### config.mk
export PLATFORM = sky130hd
export DESIGN_NAME = note_sequencer_flat
export DESIGN_NICKNAME = d
export VERILOG_FILES = /design/src/rtl/note_sequencer_if.sv /design/src/rtl/note_sequencer.sv /design/src/flat_wrapper.sv
export SDC_FILE = /design/constraint.sdc
export NUM_CORES = 1
export LEC_CHECK = 0
export BUFFER_PORTS_ARGS = -buffer_cell sky130_fd_sc_hd__buf_2
export CELL_PAD_IN_SITES_DETAIL_PLACEMENT = 1
export CELL_PAD_IN_SITES_GLOBAL_PLACEMENT = 1
export CORE_ASPECT_RATIO = 1.4
export CORE_MARGIN = 2
export CORE_UTILIZATION = 34
export DETAILED_ROUTE_END_ITERATION = 7
export GPL_ROUTABILITY_DRIVEN = 0
export PLACE_DENSITY_LB_ADDON = 0.1
export SLEW_MARGIN = 40
export SYNTH_ARGS = -nofsm -noshare
export SYNTH_HDL_FRONTEND = slang
export SYNTH_SLANG_ARGS = --single-unit
### constraint.sdc
create_clock -name clk -period 9.4 [get_ports clk]
set_input_delay 1.88 -clock clk [delete_from_list [all_inputs] [get_ports clk]]
set_output_delay 1.88 -clock clk [all_outputs]
set_load 0.1 [all_outputs]
### src/rtl/note_sequencer_if.sv
// SRAM read bus between the note sequencer (master) and the score SRAM (slave).
interface note_sequencer_if #(
    parameter int unsigned ADDR_W = 18
);
    logic [ADDR_W-1:0] sram_a;
    logic              sram_rd;
    logic [15:0]       sram_d;

    modport master (output sram_a, output sram_rd, input sram_d);
    modport slave  (input sram_a, input sram_rd, output sram_d);
endinterface

### src/rtl/note_sequencer.sv
// Score playback controller: fetches 16-bit instructions from SRAM, plays notes
// and rests for a number of beats, and generates the beat tick with a phase accumulator.
// Optional macro SEQ_LOOP_EN: the HALT opcode restarts the score at address 0
// instead of stopping.
module note_sequencer #(
    parameter int unsigned CLK_HZ      = 50000000,
    parameter int unsigned DEFAULT_BPM = 96,
    parameter int unsigned SRAM_WAIT   = 2,
    parameter int unsigned ADDR_W      = 18
) (
    input  logic              clk,
    input  logic              rst_n,
    input  logic              start,
    note_sequencer_if.master  sram,
    output logic [6:0]        note,
    output logic              note_on,
    output logic              beat,
    output logic [ADDR_W-1:0] pc,
    output logic              halted
);

    localparam logic [31:0] BEAT_THR = 32'(60 * CLK_HZ);
    localparam logic [7:0]  BPM_RST  = 8'(DEFAULT_BPM);
    localparam int unsigned WW       = (SRAM_WAIT > 1) ? $clog2(SRAM_WAIT) : 1;
    localparam logic [WW-1:0] WAIT_LAST = WW'(SRAM_WAIT - 1);

    localparam logic [2:0] OP_SET_BPM = 3'b000;
    localparam logic [2:0] OP_JUMP    = 3'b001;
    localparam logic [2:0] OP_REST    = 3'b010;
    localparam logic [2:0] OP_HALT    = 3'b111;

    typedef enum logic [2:0] {
        S_IDLE,
        S_ADDR,
        S_WAIT,
        S_LATCH,
        S_EXEC,
        S_PLAY
    } state_t;

    state_t            state;
    state_t            state_nxt;
    logic [ADDR_W-1:0] sram_a_q;
    logic              sram_rd_q;
    logic [WW-1:0]     wait_cnt;
    logic [15:0]       ins;
    logic [7:0]        bpm;
    logic [31:0]       acc;
    logic [4:0]        remaining;
    logic [7:0]        guard_cnt;

    logic              is_note;
    logic [2:0]        opcode;
    logic [4:0]        dur;
    logic              guard_trip;
    logic [32:0]       acc_sum;
    logic              beat_hit;

    assign sram.sram_a  = sram_a_q;
    assign sram.sram_rd = sram_rd_q;

    assign is_note    = ins[0];
    assign opcode     = ins[3:1];
    assign dur        = (ins[15:12] == 4'd0) ? 5'd16 : {1'b0, ins[15:12]};
    assign guard_trip = !is_note && (guard_cnt == 8'hFF);
    assign acc_sum    = {1'b0, acc} + {25'd0, bpm};
    assign beat_hit   = acc_sum >= {1'b0, BEAT_THR};

    // State register.
    always_ff @(posedge clk or negedge rst_n) begin
        if (!rst_n) state <= S_IDLE;
        else        state <= state_nxt;
    end

    // Next-state decode; START restarts the fetch from any state.
    always_comb begin
        state_nxt = state;
        if (start) begin
            state_nxt = S_ADDR;
        end else begin
            case (state)
                S_IDLE:  state_nxt = S_IDLE;
                S_ADDR:  state_nxt = S_WAIT;
                S_WAIT:  if (wait_cnt == WAIT_LAST) state_nxt = S_LATCH;
                S_LATCH: state_nxt = S_EXEC;
                S_EXEC: begin
                    if (is_note) begin
                        state_nxt = S_PLAY;
                    end else if (guard_trip) begin
                        state_nxt = S_IDLE;
                    end else begin
                        case (opcode)
                            OP_REST: state_nxt = S_PLAY;
`ifdef SEQ_LOOP_EN
                            OP_HALT: state_nxt = S_ADDR;
`else
                            OP_HALT: state_nxt = S_IDLE;
`endif
                            default: state_nxt = S_ADDR;
                        endcase
                    end
                end
                S_PLAY:  if (beat && remaining == 5'd1) state_nxt = S_ADDR;
                default: state_nxt = S_IDLE;
            endcase
        end
    end

    // Status output derived from the state.
    always_comb begin
        halted = (state == S_IDLE);
    end

    // Beat phase accumulator, parked at zero while idle or restarting.
    always_ff @(posedge clk or negedge rst_n) begin
        if (!rst_n) begin
            acc  <= 32'd0;
            beat <= 1'b0;
        end else if (start || state == S_IDLE) begin
            acc  <= 32'd0;
            beat <= 1'b0;
        end else if (beat_hit) begin
            acc  <= 32'(acc_sum - {1'b0, BEAT_THR});
            beat <= 1'b1;
        end else begin
            acc  <= acc_sum[31:0];
            beat <= 1'b0;
        end
    end

    // Fetch, decode and note-duration datapath.
    always_ff @(posedge clk or negedge rst_n) begin
        if (!rst_n) begin
            sram_a_q  <= '0;
            sram_rd_q <= 1'b0;
            wait_cnt  <= '0;
            ins       <= 16'd0;
            pc        <= '0;
            bpm       <= BPM_RST;
            note      <= 7'd0;
            note_on   <= 1'b0;
            remaining <= 5'd0;
            guard_cnt <= 8'd0;
        end else if (start) begin
            sram_rd_q <= 1'b0;
            pc        <= '0;
            bpm       <= BPM_RST;
            note_on   <= 1'b0;
            guard_cnt <= 8'd0;
        end else begin
            case (state)
                S_ADDR: begin
                    sram_a_q  <= pc;
                    sram_rd_q <= 1'b1;
                    wait_cnt  <= '0;
                end
                S_WAIT: wait_cnt <= wait_cnt + WW'(1);
                S_LATCH: begin
                    ins       <= sram.sram_d;
                    sram_rd_q <= 1'b0;
                    pc        <= pc + ADDR_W'(1);
                end
                S_EXEC: begin
                    if (is_note) begin
                        note      <= ins[7:1];
                        note_on   <= 1'b1;
                        remaining <= dur;
                        guard_cnt <= 8'd0;
                    end else if (guard_trip) begin
                        note_on <= 1'b0;
                    end else begin
                        guard_cnt <= guard_cnt + 8'd1;
                        case (opcode)
                            OP_SET_BPM: if (ins[15:8] != 8'd0) bpm <= ins[15:8];
                            OP_JUMP:    pc <= ADDR_W'(ins[15:4]);
                            OP_REST: begin
                                note_on   <= 1'b0;
                                remaining <= dur;
                            end
                            OP_HALT: begin
                                note_on <= 1'b0;
`ifdef SEQ_LOOP_EN
                                pc      <= '0;
`endif
                            end
                            default: ;
                        endcase
                    end
                end
                S_PLAY: if (beat) remaining <= remaining - 5'd1;
                default: ;
            endcase
        end
    end

endmodule
### src/flat_wrapper.sv
// flat-port wrapper written by rule: the top's interface ports become plain ports
module note_sequencer_flat 
#(
    parameter int unsigned CLK_HZ      = 50000000,
    parameter int unsigned DEFAULT_BPM = 96,
    parameter int unsigned SRAM_WAIT   = 2,
    parameter int unsigned ADDR_W      = 18
)
  (clk, rst_n, start, note, note_on, beat, pc, halted, sram_sram_a, sram_sram_rd, sram_sram_d);
  note_sequencer_if #(.ADDR_W(ADDR_W)) sram_i ();
  input  logic clk;
  input  logic rst_n;
  input  logic start;
  output logic [6:0] note;
  output logic note_on;
  output logic beat;
  output logic [ADDR_W-1:0] pc;
  output logic halted;
  output wire logic [$bits(sram_i.sram_a)-1:0] sram_sram_a;
  output wire logic [$bits(sram_i.sram_rd)-1:0] sram_sram_rd;
  input wire logic [$bits(sram_i.sram_d)-1:0] sram_sram_d;
  assign sram_sram_a = sram_i.sram_a;
  assign sram_sram_rd = sram_i.sram_rd;
  assign sram_i.sram_d = sram_sram_d;
  note_sequencer #(.CLK_HZ(CLK_HZ), .DEFAULT_BPM(DEFAULT_BPM), .SRAM_WAIT(SRAM_WAIT), .ADDR_W(ADDR_W)) u_core (.clk(clk), .rst_n(rst_n), .start(start), .sram(sram_i), .note(note), .note_on(note_on), .beat(beat), .pc(pc), .halted(halted));
endmodule
==> results of run 1 <==
## Yosys cell counts (7+ instances only)
| library cell | instances | share of area, % |
|---|---|---|
| nor3_1 | 16 | 1.2 |
| a22oi_1 | 11 | 1.2 |
| ha_1 | 13 | 2.4 |
| nor2_1 | 87 | 4.8 |
| and3_1 | 20 | 1.9 |
| a21oi_1 | 38 | 2.8 |
| inv_1 | 17 | 0.95 |
| nand2_1 | 36 | 2.0 |
| clkbuf_1 | 23 | 1.3 |
| or3_1 | 12 | 1.1 |
| o21ai_0 | 49 | 3.6 |
| xor2_1 | 24 | 3.1 |
| dfrtp_1 | 117 | 43 |
| xnor2_1 | 30 | 3.9 |
| nand4_1 | 10 | 0.93 |
| or2_2 | 7 | 0.65 |
| o211ai_1 | 10 | 1.1 |
| mux2_2 | 41 | 6.9 |
| nor4_1 | 7 | 0.65 |
| a31oi_1 | 7 | 0.65 |
| nand3_1 | 28 | 2.1 |
## kinds of logic (layout without fill, tap and decap cells)
logic type      Yosys count  in the layout  share of synthesized area (%)
simple gates            252            252                          18.63
compound gates          177            177                          17.24
flops                   119            119                          44.24
xor+xnor                 54             54                          7.021
mux                      45             45                          7.448
buf+inv                  45            119                          2.712
fa+ha+maj                14             14                          2.712
## area by class of cell
cell class	instances	area, um2
clock buffer	18	429.2
multi-input combinational	542	3577
clock inverter	14	140.1
sequential	119	2980
inverter	17	63.81
tap	248	310.3
timing repair buffer	70	369.1
fill	2228	11420
## flip-flops by register name, summed over array words and instances, names as in the netlist
register	flops
u_core.note	7
u_core.pc	18
u_core.beat	1
u_core.sram.sram_rd	1
u_core.remaining	5
u_core.guard_cnt	8
u_core.state	3
u_core.ins	16
u_core.bpm	8
u_core.wait_cnt	1
u_core.acc	32
u_core.note_on	1
u_core.sram.sram_a	18
## power by group
part           internal (mW)  switching, mW  leakage (nW)
registers              0.593         0.0953          1.60
logic                  0.122          0.350          1.62
clock network          0.370          0.263         0.263
## per-layer routing
layer  routed length [um]  track usage (%)  up-vias  part of all wire [%]
met5                    0                0        -                     0
met4                  678            8.646        0                   3.4
met3                  449            3.667       39                   2.3
met2                10890            37.79       87                    55
met1                 7833            21.88     2894                    39
li1                     -                -     2689                     -
## worst min-delay path by stage
stage                             endpoint  slack (ns)  cells after the start
floorplan                    u_core.bpm[3]        0.48                      1
finish              u_core.sram.sram_a[16]        0.50                      1
global route        u_core.sram.sram_a[16]        0.52                      1
detailed placement  u_core.sram.sram_a[15]        0.49                      1
CTS                 u_core.sram.sram_a[16]        0.50                      1
global placement    u_core.sram.sram_a[14]        0.48                      1
## metrics by stage
| stage | total power, mW | std cells | hold WS [ns] | area [um2] | util (%) |
|---|---|---|---|---|---|
| after floorplan | 1.043 | 706 | 0.4774 | 6736 | - |
| after global placement | 1.157 | 996 | 0.4824 | 7293 | 37.80 |
| after detailed placement | 1.170 | 996 | 0.4906 | 7301 | 37.84 |
| after CTS | 1.818 | 1028 | 0.5045 | 7870 | 40.79 |
| after global routing | 1.883 | 1028 | 0.5227 | 7870 | 40.79 |
| final | 1.793 | 1028 | 0.5014 | 7870 | 40.79 |
## worst max-delay path: cells and delay by family, from the launching register on
family	cells	cell delay, ns
fa+ha+maj	2	0.63
flops	1	0.38
xor+xnor	1	0.18
compound gates	7	2.54
simple gates	3	0.90
==> summary.md, run 1 <==
| Metric | Value |
|---|---|
| Relative max-transition margin | 51.89% |
| Worst setup path startpoint | u_core.bpm[0] |
| Post-synthesis average cell area | approximately 9.5 um2 |
| Net count, final | 800 |
| Number of nets with antenna violations after routing | 0 |
| Count of final hold-check violations | 0 |
| Number of resized instances in the post-cts repair step | 0 |
| Clock tree from TritonCTS | yes |
| Detail Placement HPWL | 14660 um |
| Ordered cell list for the critical path | ha_1, fa_1, a211oi_2, o31ai_4, o2111ai_2, nand4_1, o211ai_1, o21ai_2, or4_1, o31a_1, a211oi_1, xnor2_1, nor2_1 |
| Clock transition at the register clock pins on the worst setup and hold paths after CTS | about 0.06 ns |
| Setup total negative slack | 0 ns |
| Setup repair after global routing missed its margin | false |
| Worst hold path type | reg -> reg |
| IO Count | 66 |
| Skew final | roughly 0.0082 ns |
| Longest individual stage delay on the worst path | roughly 0.57 ns |
| Status | completed |
| Master of the slowest instance on the critical path | a211oi_1 |
| Worst EP required | roughly 9.7 ns |
| Worst reg2reg startpoint | u_core.bpm[0] |
| Leakage power figure | approximately 3.5 nW |
| Share of synthesized area occupied by flip-flops and latches | 44.24% |
| Chip Width | approximately 120 um |
| Final critical delay including setup and external delays | 4.796 ns |
| Capturing element of the worst setup path | u_core.acc[19] |
| Post-synth cell types | between 60 and 70 |
| Clock buffer count from CTS | 17 |
| Clock Latency Late Sink | 0.42 ns |
| Maximum fanout encountered on the critical timing path | 17 |
| Number of vias per cell after detailed routing | around 5.6 |
| Level count of the clock H-tree | 4 |
| Number of iterations in the first detailed-routing pass | 4 |
| Area growth, synth to finish | 16.83% |
| Max-slew violations | 0 |
| Buffers on Ports | 65 |
| CTS Hold Bufs | 0 |
| Reg2Reg Depth | 13 |
| Setup-failing EPs final | 0 |
| Floorplan row count | 60 |
| Cell chosen for the clock root | clkbuf_16 |
| Number of warnings printed during yosys synthesis | 0 |
| Worst reg-to-reg setup slack | roughly 4.6 ns |
| End of the worst register-to-register path | u_core.acc[19] |
| GRT Residual Overflow | 0 |
| Number of vias in the routed layout | roughly 5700 |
| Crit Path Class | reg -> reg |
| Sink count of the clock tree | around 120 |
| Post-synth EDFFs | 0 |
| Net count of the mapped netlist | ~740 |
| Element type at the critical path start | register |
| Number of diodes added for antenna fixing | 0 |
| Areal power density over the cells | between 200 and 250 nW/um2 |
| Core box area | 19290 um2 |
| Max VDD drop | 0.1806 mV |
| Max-cap violations | 0 |
| Top library cells by usage in the layout, fill and taps aside | dfrtp_1 (117), nor2_1 (87), buf_2 (64) |
| Number of antenna violations at the first check in global routing | 0 |
| Hold_sp | u_core.sram.sram_a[16] |
| Final clock period utilization by the worst path | 51.02% |
| Synth Cell Area | between 6000 and 7000 um2 |
| Global routing usage summed across all routing layers | about 20% |
| Data arrival time of the worst path | between 5 and 6 ns |
| Worst Max-Slew Pin Slew | 0.7216 ns |
| Proportion of layout cells with a drive suffix above 1 | about a fifth |
| PnR worst setup slack | between 4 and 5 ns |
| Cells after synthesis | between 700 and 800 |
| WL/cell | just under 20 um |
| Number of global-route vias before repair | 6263 |
| Starting Density | between 30% and 40% |
| Global-route wire length before repair | 32920 um |
| Largest net degree at the start of global routing | 76 |
| Endpoint class of the critical path | register |
| Dominant synthesized flop cell | dfrtp_1 |
| Post-CTS setup buffer count | 0 |
| First-iteration detailed-routing DRC count | about 260 |
| FMAX | around 0.21 GHz |
| DR DRC count | 0 |
| Final WL | about 20000 um |
| Die Footprint | between 20000 and 25000 um2 |
| Share of synthesized flip-flops with an asynchronous set or reset | 100.0% |
| Most common library cell in the layout ignoring fill and taps | dfrtp_1 |
| Number of synthesized register bits | 119 |
| Height of the chip | ~170 um |
| Post-Place Setup Slack | around 4.7 ns |
| Clock Tree Buf Depth | 2 |
(Power assumes the default switching activity.)
==> run 2, diff against run 1 <==
clock period = 4.45 ns   (was 9.4 ns; I/O delays follow)
==> summary.md, run 2 (synthesized netlist as in run 1, its figures left out) <==
| Metric | Value |
|---|---|
| Status | completed |
| Max VDD drop | 0.3826 mV (+110%) |
| Final clock period utilization by the worst path | 95.39% (+44 points) |
| Pwr Total | 3.777 mW (+110%) |
| Setup repair after global routing missed its margin | false |
| Clock transition at the register clock pins on the worst setup and hold paths after CTS | 0.06 ns (about the same) |
| Element type at the critical path start | register |
| Clock Tree Buf Depth | 2 (unchanged) |
| Worst path buffer plus inverter count | 0 (unchanged) |
| Fill cell count | 2180 (-2.2%) |
| Worst EP required | 4.79 ns (-4.88 ns) |
| Height of the chip | 170.6 um (unchanged) |
| Crit Path Class | reg -> reg |
| Final WL | 20110 um (+1.3%) |
| Skew final | 0.01246 ns (+0.004295 ns) |
| Cell chosen for the clock root | clkbuf_16 |
| Level count of the clock H-tree | 4 (unchanged) |
| WL/cell | 19.28 um (-0.17%) |
| Max-cap violations | 0 (unchanged) |
| Max-slew violations | 0 (unchanged) |
| Number of diodes added for antenna fixing | 0 (unchanged) |
| Buffers on Ports | 65 (unchanged) |
| Clock tree from TritonCTS | yes |
| Data arrival time of the worst path | 4.59 ns (-0.48 ns) |
| Met2 wirelength from detailed routing | 10890 um (about the same) |
| Die Footprint | 20970 um2 (unchanged) |
| DR DRC count | 0 (unchanged) |
| Floorplan row count | 60 (unchanged) |
| Areal power density over the cells | 472.1 nW/um2 (+110%) |
| Global routing usage summed across all routing layers | 20.42% (+0.19 points) |
| FMAX | 0.2356 GHz (+13%) |
| Number of global-route vias before repair | 6225 (-0.61%) |
| Number of vias per cell after detailed routing | 5.539 (-0.26%) |
| Leakage power figure | 3.588 nW (+3.0%) |
| Area growth, synth to finish | 18.78% |
| Chip Width | 123.0 um (unchanged) |
| Starting Density | 34.92% (unchanged) |
| Highest routed metal layer | met4 |
| Number of nets with antenna violations after routing | 0 (unchanged) |
| Sink count of the clock tree | 119 (unchanged) |
| Maximum fanout encountered on the critical timing path | 10 (-7) |
| Core box area | 19290 um2 (unchanged) |
| Setup total negative slack | 0 ns (unchanged) |
| Final non-filler cell total | 1043 (+1.5%) |
| Number of vias in the routed layout | 5777 (+1.2%) |
| Largest net degree at the start of global routing | 120 (+58%) |
| Count of final hold-check violations | 0 (unchanged) |
| Net count, final | 815 (+1.9%) |
| Most common library cell in the layout ignoring fill and taps | dfrtp_1 |
| Post-placement cell count | 1009 (+1.3%) |
| Worst Max-Slew Pin Slew | 0.7307 ns (+0.009102 ns) |
| IO Count | 66 (unchanged) |
| Clock buffer count from CTS | 17 (unchanged) |
| Setup-failing EPs final | 0 (unchanged) |
| Cell Area, Placed | 7403 um2 (+1.4%) |
| GRT Residual Overflow | 0 (unchanged) |
| Met1 routed wirelength after detailed routing | 7941 um (+1.4%) |
| PnR worst setup slack | 0.2051 ns (-4.399 ns) |
| Top library cells by usage in the layout, fill and taps aside | dfrtp_1 (117), nor2_1 (87), buf_2 (64) |
| Number of iterations in the first detailed-routing pass | 5 (+1) |
| Global-route wire length before repair | 33130 um (+0.63%) |
| Worst hold path type | reg -> reg |
| Post-Place Setup Slack | 0.1850 ns (-4.490 ns) |
| Proportion of layout cells with a drive suffix above 1 | 22.39% (+1.5 points) |
| Clock Latency Late Sink | 0.43 ns (about the same) |
| Master of the slowest instance on the critical path | or4_1 |
| Relative max-transition margin | 51.29% (-0.61 points) |
| Number of antenna violations at the first check in global routing | 0 (unchanged) |
| Detail Placement HPWL | 14930 um (+1.8%) |
| Register with the highest flop count | u_core.acc |
| First-iteration detailed-routing DRC count | 273 (+5.4%) |
| DR WL met3 | 429 um (-4.5%) |
| Endpoint class of the critical path | register |
| Ordered cell list for the critical path | ha_1, fa_1, a211oi_2, o31ai_4, o211a_1, and3_1, xor2_1, nand4_1, or4_1, o31a_1, a21o_1, or3_1, a21oi_1 |
| Cell family with the largest share of critical-path delay | compound AO/OA/AOI/OAI gates |
| Post-Layout Inst Area | 8001 um2 (+1.7%) |
| Max reg flops | 32 (unchanged) |
| Longest individual stage delay on the worst path | 0.50 ns (-0.07 ns) |
| Final critical delay including setup and external delays | 4.245 ns (-0.5508 ns) |
## run 2: final cells by class
| cell class | count | area, um2 | area share (%) |
|---|---|---|---|
| clock buffer | 18 | 439.2 | 5.489 |
| clock inverter | 14 | 126.4 | 1.579 |
| tap | 248 | 310.3 | 3.878 |
| inverter | 17 | 63.81 | 0.7975 |
| multi-input combinational | 542 | 3591 | 44.88 |
| timing repair buffer | 85 | 490.5 | 6.130 |
| sequential | 119 | 2980 | 37.25 |
## run 2: worst register-to-register path, delay by kind of cell (launching register included)
kind | cells | cell delay, ns
AO/OA/AOI/OAI | 6 | 1.63
XOR/XNOR | 1 | 0.26
adder cells (fa/ha/maj) | 2 | 0.64
AND/OR/NAND/NOR | 4 | 1.27
flip-flops | 1 | 0.39
## run 2: final timing paths
check / from / to / slack [ns] / depth (start not counted)
max in group asynchronous: rst_n / u_core.acc[19] / 3.37 / 2
setup reg to reg: u_core.bpm[0] / u_core.acc[17] / 0.21 / 13
hold / removal: u_core.sram.sram_a[3] / u_core.sram.sram_a[3] / 0.50 / 1
min in group asynchronous: rst_n / u_core.acc[16] / 0.54 / 2
hold reg to reg: u_core.sram.sram_a[3] / u_core.sram.sram_a[3] / 0.50 / 1
setup / recovery: u_core.bpm[0] / u_core.acc[17] / 0.21 / 13
## run 2: per-stage QoR
stage | util, % | hold WS [ns]
after floorplan | - | 0.4774
after global placement | 38.37 | 0.4829
after detailed placement | 38.37 | 0.4903
after CTS | 41.30 | 0.5036
after global routing | 41.47 | 0.5211
final | 41.47 | 0.5000
## run 2: layer usage
metal,global-route usage (%),vias to the layer above
li1,-,2729
met1,22.43,2895
met2,37.47,105
met3,3.233,48
met4,10.04,0
met5,0,-
## run 2: what timing repair did
item | CTS | global route
hold buffers | 0 | 0
endpoints found under the setup margin | 0 | 11
buffers inserted | 0 | 2
resized for setup | 0 | 2
hold endpoints to repair | 0 | 0
## run 2: power breakdown
part	leakage, nW	internal (mW)	switching [mW]
clock	0.277	0.749	0.569
combinational	1.71	0.267	0.746
sequential	1.60	1.25	0.195
total	3.59	2.27	1.51
